==> config.mk <==
export PLATFORM = sky130hd
export DESIGN_NAME = mul_seq
export DESIGN_NICKNAME = d
export VERILOG_FILES = /design/src/rtl/mul_seq_pkg.sv /design/src/rtl/mul_seq.sv
export SDC_FILE = /design/constraint.sdc
export NUM_CORES = 1
export LEC_CHECK = 0
export ABC_AREA = 0
export CORE_ASPECT_RATIO = 1.75
export CORE_MARGIN = 2
export CORE_UTILIZATION = 45
export DETAILED_ROUTE_END_ITERATION = 8
export GPL_ROUTABILITY_DRIVEN = 0
export GPL_TIMING_DRIVEN = 0
export PLACE_DENSITY = 0.78
export RECOVER_POWER = 100
export SYNTH_ARGS = -nofsm -noshare
export SYNTH_HDL_FRONTEND = slang
export SYNTH_SLANG_ARGS = --single-unit
==> constraint.sdc <==
create_clock -name clk -period 3.8 [get_ports clk]
set_clock_uncertainty 0.05 [all_clocks]
set_input_delay 0.76 -clock clk [delete_from_list [all_inputs] [get_ports clk]]
set_output_delay 0.76 -clock clk [all_outputs]
set_load 0.03 [all_outputs]
==> src/rtl/mul_seq_pkg.sv <==
// Shared ALU opcode definitions for the multiplier and the ALU it drives.
package mul_seq_pkg;
   localparam logic [3:0] ALU_ADD = 4'd0;
   localparam logic [3:0] ALU_SUB = 4'd1;
   localparam logic [3:0] ALU_AND = 4'd2;
   localparam logic [3:0] ALU_OR  = 4'd3;
   localparam logic [3:0] ALU_XOR = 4'd4;
   localparam logic [3:0] ALU_SLL = 4'd5;
   localparam logic [3:0] ALU_SRL = 4'd6;
endpackage

==> src/rtl/mul_seq.sv <==
// Shift-and-add multiplier that borrows an external ALU for every add and shift.
// Fixed 2*WIDTH-cycle iteration, result is the low WIDTH bits of op_a*op_b.
module mul_seq
   import mul_seq_pkg::*;
#(
   parameter int WIDTH = 16
) (
   input  logic             clk,
   input  logic             rst,
   input  logic             start,
   input  logic [WIDTH-1:0] op_a,
   input  logic [WIDTH-1:0] op_b,
   output logic             busy,
   output logic             done,
   output logic [WIDTH-1:0] product,
   output logic [WIDTH-1:0] alu_a,
   output logic [WIDTH-1:0] alu_b,
   output logic [3:0]       alu_op,
   input  logic [WIDTH-1:0] alu_result,
   input  logic             alu_zero
);
   localparam int CW = (WIDTH > 1) ? $clog2(WIDTH) : 1;

   typedef enum logic [1:0] {
      S_IDLE  = 2'd0,
      S_ADD   = 2'd1,
      S_SHIFT = 2'd2,
      S_DONE  = 2'd3
   } state_t;

   state_t           r_state;
   logic [WIDTH-1:0] r_acc;
   logic [WIDTH-1:0] r_mcand;
   logic [WIDTH-1:0] r_mplier;
   logic [CW-1:0]    r_cnt;
   logic             w_unused;

   assign w_unused = alu_zero;

   always_ff @(posedge clk) begin
      if (rst) begin
         r_state  <= S_IDLE;
         r_acc    <= '0;
         r_mcand  <= '0;
         r_mplier <= '0;
         r_cnt    <= '0;
         busy     <= 1'b0;
         done     <= 1'b0;
         product  <= '0;
      end else begin
         case (r_state)
            S_IDLE: begin
               done <= 1'b0;
               if (start) begin
                  r_acc    <= '0;
                  r_mcand  <= op_a;
                  r_mplier <= op_b;
                  r_cnt    <= '0;
                  busy     <= 1'b1;
                  r_state  <= S_ADD;
               end
            end
            S_ADD: begin
               r_acc   <= alu_result;
               r_state <= S_SHIFT;
            end
            S_SHIFT: begin
               r_mcand  <= alu_result;
               r_mplier <= r_mplier >> 1;
               r_cnt    <= r_cnt + 1'b1;
               // Last add already landed in r_acc, so it is the final product.
               if (r_cnt == CW'(WIDTH - 1)) begin
                  busy    <= 1'b0;
                  done    <= 1'b1;
                  product <= r_acc;
                  r_state <= S_DONE;
               end else begin
                  r_state <= S_ADD;
               end
            end
            S_DONE: begin
               done    <= 1'b0;
               r_state <= S_IDLE;
            end
            default: r_state <= S_IDLE;
         endcase
      end
   end

   always_comb begin
      alu_op = ALU_ADD;
      alu_a  = '0;
      alu_b  = '0;
      case (r_state)
         S_ADD: begin
            alu_a = r_acc;
            alu_b = r_mplier[0] ? r_mcand : '0;
         end
         S_SHIFT: begin
            alu_op = ALU_SLL;
            alu_a  = WIDTH'(1);
            alu_b  = r_mcand;
         end
         default: ;
      endcase
   end
endmodule
==> flow_metrics.tcl, run 1 <==
set metrics [dict create \
    synth.distinct_cells 29 \
    clock_latency_ps 330 \
    start_kind "flip-flop" \
    cts_buffers 9 \
    fin_tns_setup_ps 0 \
    fillCellCount 623 \
    setup_ws_ps 122.1 \
    yosys.area.top_type_share_pct 44.34 \
    rrSetupSlack_ps 1480 \
    numClockSinks 72 \
    initial_core_util_pct 45.59 \
    arrival_ps 2870 \
    core_area_um2 7131 \
    drt-pass1-iter-count 4 \
    p_seq_share_pct 39.0 \
    initialDrtViolationCount 165 \
    grt_pass1_wl_um 14480 \
    avgSynthCellArea_um2 8.600 \
    fin_cells 583 \
    io_buffers 102 \
    postCtsSetupRepairBufs 0 \
    drv_cap 0 \
    fmax_mhz 271.9 \
    viasPerCell 5.261 \
    die_area_um2 7946 \
    synthTopCellsByArea "dfxtp_1, mux2i_1, a211oi_1" \
    pre_cts_ws_ps 272.6 \
    synth_xor_area_share_pct 0 \
    drc 0 \
    switching_share_pct 32.38 \
    setup_viol 0 \
    synth_fa_ha_area_share_pct 2.694 \
    ys_seq_area_share_pct 44.34 \
    synth_area_um2 3251 \
    power_uw 2351 \
    synth_compound_area_share_pct 14.43 \
    tritoncts "done" \
    muxShareOfSynthArea_pct 11.62 \
    p_switching_uw 761.2 \
    cp-end-kind "primary output" \
    syn_inst 378 \
    whs_path_depth 2 \
    rsz0062_at_grt "false" \
    p_int_uw 1590 \
    worst_slew_pin_slew_ps 676.4 \
    htreeDepth 3 \
    die-height_um 116.4 \
    leakage_uw 0.001840 \
    status "finished, final reports clean" \
    area_delta_synth_final_pct 43.11 \
    vias 3067 \
    fin_hold_ws_ps 403.2 \
    drt-total-wl_um 9185 \
    gr-total-overflow 0 \
    fin_crit_sh_pct 96.79 \
    grt_pass1_vias 3003 \
    clock_path_buffers 2 \
    layout-drive-gt1-share_pct 6.841 \
    max_slew_margin_pct 53.62 \
    dieWidth_um 68.25 \
    dp_hpwl_um 6936 \
    synth-simple-area-share_pct 21.67 \
    ys_seq_elements 72 \
    ios 106 \
    antenna_cells 0 \
    wl_per_cell_um 15.75 \
    synth_top_area_cell "dfxtp_1" \
    postRouteAntennaNets 0 \
    min_period_ps 3678 \
    synth_top_family_by_area "simple AND/OR/NAND/NOR gates" \
    antenna_found_initial 0 \
    hold_class "flip-flop to flip-flop" \
    ir_drop_mv 0.2921 \
    place_inst 567 \
    cts-root-buf "clkbuf_16" \
    grt_max_degree 12 \
    yosys_warnings 0 \
    power_density_nw_per_um2 505.4 \
    grt.total_usage_pct 24.55 \
    finalHoldViolations 0 \
    worstPathRequired_ps 2990 \
    report.final.slew_viol_count 0 \
    path_clk_slew_ps 50 \
    num_rows 41 \
    nNetsFinal 551 \
    worstSetupPathType "flip-flop to primary output" \
    r2r_cells 7 \
    p_clk_share_pct 32.4 \
    hold_buffers 0 \
    worstPathMaxFanout 10 \
    combPwrFrac_pct 28.7 \
]
[cell usage in the layout, fill, tap and decap left out, drive strengths merged, types with 2 or more instances in the layout]
cell type       n
nand2          51
a21oi          40
clkbuf         30
clkinv          2
nand3          19
mux2            3
dlygate4sd3    43
nand3b          2
and2           16
nor2           35
clkdlybuf4s50  59
a211oi         32
nand2b          3
inv             2
dfxtp          72
buf            17
and3           15
nor2b           4
ha              7
conb            2
mux2i          34
[kinds of logic (layout without fill, tap and decap cells)]
group,Yosys count,after routing
simple gates,149,149
compound gates,76,76
flops,72,72
mux,37,37
buf+inv,36,154
fa+ha+maj,7,7
other cells,1,2
[cell usage after synthesis]
library cell  count
nor2b_1           4
a311oi_1          1
nand3b_1          2
ha_1              7
buf_4             4
mux2i_1          33
buf_2            13
nand4b_1          1
clkbuf_1         14
inv_1             2
nand2b_1          3
conb_1            1
and2_1           16
a211oi_1         32
a21oi_1          40
nand4_1           1
a31oi_1           1
nor2_1           35
mux2i_2           1
dfxtp_1          72
a32oi_1           1
or4b_1            1
and3_1           15
buf_1             3
and4_1            1
nand2_1          51
mux2_2            3
nand3_1          19
o21ai_0           1
[area by class of cell]
| type | count | area (µm²) | share of cell area [%] |
|---|---|---|---|
| plain buffers | 34 | 157.7 | 3.389 |
| flip-flops and latches | 72 | 1441 | 30.98 |
| multi-input cells | 271 | 1649 | 35.45 |
| repair buffers | 102 | 1021 | 21.95 |
| inverters | 2 | 7.507 | 0.1614 |
| clock inverters | 3 | 17.52 | 0.3765 |
| clock buffers | 13 | 250.2 | 5.379 |
| well taps | 86 | 107.6 | 2.313 |
[critical path: stages, from the launching register on]
cell	delay, ps
dfxtp_1	420
inv_1	130
ha_1	500
nor2b_2	360
clkbuf_2	260
and2_0	180
clkdlybuf4s50_1	680
[power groups by stage]
stage | combinational (µW) | clock, µW | sequential [µW]
detailed placement | 676 | 0 | 931
CTS | 682 | 765 | 916
finish | 674 | 761 | 916
global route | 739 | 799 | 927
global placement | 663 | 0 | 926
floorplan | 447 | 0 | 928
[path summary, 6_finish.rpt]
kind,start,end
setup / recovery,r_state[0]$_SDFFE_PP0P_,alu_b[7]
hold / removal,product[13]$_SDFFE_PP0P_,product[13]$_SDFFE_PP0P_
setup reg to reg,r_state[0]$_SDFFE_PP0P_,r_acc[15]$_SDFFE_PP0P_
hold reg to reg,product[13]$_SDFFE_PP0P_,product[13]$_SDFFE_PP0P_
[layer usage]
layer	up-vias	wire length [µm]	GRT usage, %
met4	0	147	11.87
li1	1540	-	-
met3	13	452	3.854
met1	1429	3548	27.17
met2	85	5037	44.14
met5	-	0	0
[state kept, by name (all words and copies together) (netlist names)]
signal	count
busy	1
done	1
product	16
r_acc	16
r_cnt	4
r_mcand	16
r_mplier	16
r_state	2
[repair_timing]
action / CTS / global route
setup endpoints to repair: 10 / 10
gates resized for setup: 1 / 2
gates cloned: 0 / 0
[per-stage QoR]
step	area (µm²)	util [%]
floorplan	3254	-
global placement	4383	61.47
detailed placement	4383	61.47
CTS	4653	65.26
global route	4652	65.24
finish	4652	65.24
No activity file was read; power rests on OpenSTA's default activity.
==> inputs of run 2 (changes only) <==
--- a/config.mk
+++ b/config.mk
@@ -6,6 +6,7 @@
 export NUM_CORES = 1
 export LEC_CHECK = 0
 export ABC_AREA = 0
+export ABC_CLOCK_PERIOD_IN_PS = 3800
 export CORE_ASPECT_RATIO = 1.75
 export CORE_MARGIN = 2
 export CORE_UTILIZATION = 45
@@ -14,6 +15,7 @@
 export GPL_TIMING_DRIVEN = 0
 export PLACE_DENSITY = 0.78
 export RECOVER_POWER = 100
+export SLEW_MARGIN = 30
 export SYNTH_ARGS = -nofsm -noshare
 export SYNTH_HDL_FRONTEND = slang
 export SYNTH_SLANG_ARGS = --single-unit
==> results of run 2 <==
No change in the layout: final DEF, timing and power equal those of run 1.
==> inputs of run 3 (changes only) <==
--- a/config.mk
+++ b/config.mk
@@ -9,11 +9,11 @@
 export ABC_CLOCK_PERIOD_IN_PS = 3800
 export CORE_ASPECT_RATIO = 1.75
 export CORE_MARGIN = 2
-export CORE_UTILIZATION = 45
+export CORE_UTILIZATION = 27
 export DETAILED_ROUTE_END_ITERATION = 8
 export GPL_ROUTABILITY_DRIVEN = 0
 export GPL_TIMING_DRIVEN = 0
-export PLACE_DENSITY = 0.78
+export PLACE_DENSITY = 0.52
 export RECOVER_POWER = 100
 export SLEW_MARGIN = 30
 export SYNTH_ARGS = -nofsm -noshare
==> flow_metrics.tcl, run 3 (synthesis gave the netlist of run 1 again) <==
set metrics [dict create \
    p_clk_share_pct 33.9 \
    worstPathMaxFanout 10 \
    initial_core_util_pct 27.38 \
    arrival_ps 2810 \
    p_switching_uw 778.4 \
    fillCellCount 1223 \
    final_cell_mix "dfxtp_1, clkdlybuf4s50_1, nand2_1" \
    worst_slew_pin_slew_ps 576.6 \
    grt_pass1_vias 3260 \
    pre_cts_ws_ps 237.7 \
    worstSetupPathType "flip-flop to primary output" \
    tritoncts "done" \
    ios 106 \
    report.final.slew_viol_count 0 \
    met1_usage_pct 18.92 \
    dp_hpwl_um 8148 \
    finalHoldViolations 0 \
    hold_class "flip-flop to flip-flop" \
    core_area_um2 11870 \
    drt-pass1-iter-count 4 \
    fin_crit_sh_pct 95.30 \
    drc 0 \
    rrSetupSlack_ps 1640 \
    rsz0062_at_grt "false" \
    layout-drive-gt1-share_pct 7.243 \
    power_density_nw_per_um2 508.2 \
    num_rows 53 \
    fin_cells 634 \
    max_stage_delay_ps 690 \
    cp-end-kind "primary output" \
    nNetsFinal 551 \
    path_cells "inv_1, ha_1, a21oi_1, nor2b_2, clkbuf_2, and2_1, clkdlybuf4s50_1" \
    place_inst 618 \
    dieWidth_um 86.95 \
    fmax_mhz 276.1 \
    drt-total-wl_um 10440 \
    io_buffers 102 \
    grt_max_degree 12 \
    drv_cap 0 \
    ir_drop_mv 0.2978 \
    viasPerCell 4.771 \
    switching_share_pct 32.35 \
    die-height_um 149.2 \
    grt_use_met3_pct 3.929 \
    path_clk_slew_ps 60 \
    clock_latency_ps 340 \
    cts_buffers 9 \
    grt.busiest_layer "met2" \
    initialDrtViolationCount 125 \
    vias 3025 \
    grt.total_usage_pct 17.07 \
    regArea_um2 1441 \
    combPwrFrac_pct 28.1 \
    setup_viol 0 \
    hold_buffers 0 \
    grt_pass1_wl_um 16930 \
    antenna_cells 0 \
    leakage_uw 0.001853 \
    min_period_ps 3621 \
    p_int_uw 1628 \
    wl_per_cell_um 16.46 \
    setup_ws_ps 178.5 \
    clock_path_buffers 2 \
    gr-total-overflow 0 \
    cp_slowest_cell "clkdlybuf4s50_1" \
    p_seq_share_pct 38.0 \
    area_delta_synth_final_pct 45.65 \
    start_kind "flip-flop" \
    post-route-util_pct 39.89 \
    die_area_um2 12970 \
    htreeDepth 3 \
    cts-root-buf "clkbuf_16" \
    final_common_cell "dfxtp_1" \
    fin_hold_ws_ps 406.0 \
    max_slew_margin_pct 60.46 \
    postRouteAntennaNets 0 \
    worstPathRequired_ps 2990 \
    antenna_found_initial 0 \
    numClockSinks 72 \
    use_met2_pct 30.04 \
    status "finished, final reports clean" \
    fin_tns_setup_ps 0 \
    multi_input_area_um2 1648 \
]
[run 3: cell count changes in the layout (fill, tap and decap cells not counted), moves of 2 or more]
| cell | delta |
|---|---|
| clkbuf_8 | +2 |
| clkbuf_1 | -2 |
| and2_1 | -2 |
| and2_0 | +2 |
[run 3: worst paths after layout]
kind / cells past startpoint / end / start
setup / recovery: 7 / alu_b[10] / r_state[1]$_SDFFE_PP0P_
hold / removal: 2 / r_mplier[15]$_SDFFE_PP0P_ / r_mplier[15]$_SDFFE_PP0P_
hold reg to reg: 2 / r_mplier[15]$_SDFFE_PP0P_ / r_mplier[15]$_SDFFE_PP0P_
setup reg to reg: 7 / r_acc[11]$_SDFFE_PP0P_ / r_state[0]$_SDFFE_PP0P_
[run 3: through the flow]
| step | cell area, µm² | total power [µW] |
|---|---|---|
| 5_1_grt | 4735 | 2548 |
| 3_3_place_gp | 4447 | 1610 |
| 4_1_cts | 4737 | 2444 |
| 3_5_place_dp | 4447 | 1624 |
| 2_1_floorplan | 3254 | 1375 |
| 6_report | 4735 | 2406 |
[run 3: layer usage]
layer  wire (µm)  part of all wire, %  up-vias
li1            -                    -     1534
met1        4231                   41     1405
met2        5506                   53       67
met3         390                  3.7       19
met4         306                  2.9        0
met5           0                    0        -
[run 3: worst max-delay path: cells and delay by family (launching register included)]
family | cells | cell delay, ps
adders and majority gates | 1 | 380
DFF | 1 | 350
AOI/OAI and AO/OA | 1 | 180
buffers and inverters | 3 | 1090
and+or+nand+nor | 2 | 480
[run 3: cell type report]
cell class | instances | share of cell area (%)
timing repair buffer | 102 | 21.56
clock buffer | 14 | 5.788
sequential | 72 | 30.44
buffer | 34 | 3.356
multi-input combinational | 271 | 34.80
tap | 137 | 3.620
inverter | 2 | 0.1586
clock inverter | 2 | 0.2643
[run 3: repair_timing]
action,CTS,global route
setup buffers,0,0
endpoints found under the setup margin,10,8
resized for setup,2,1
[run 3: power by group through the flow]
stage	Clock [µW]	Sequential (µW)	Combinational, µW
floorplan	0	928	447
global placement	0	926	684
detailed placement	0	931	693
CTS	832	915	698
global route	867	930	751
finish	816	914	675
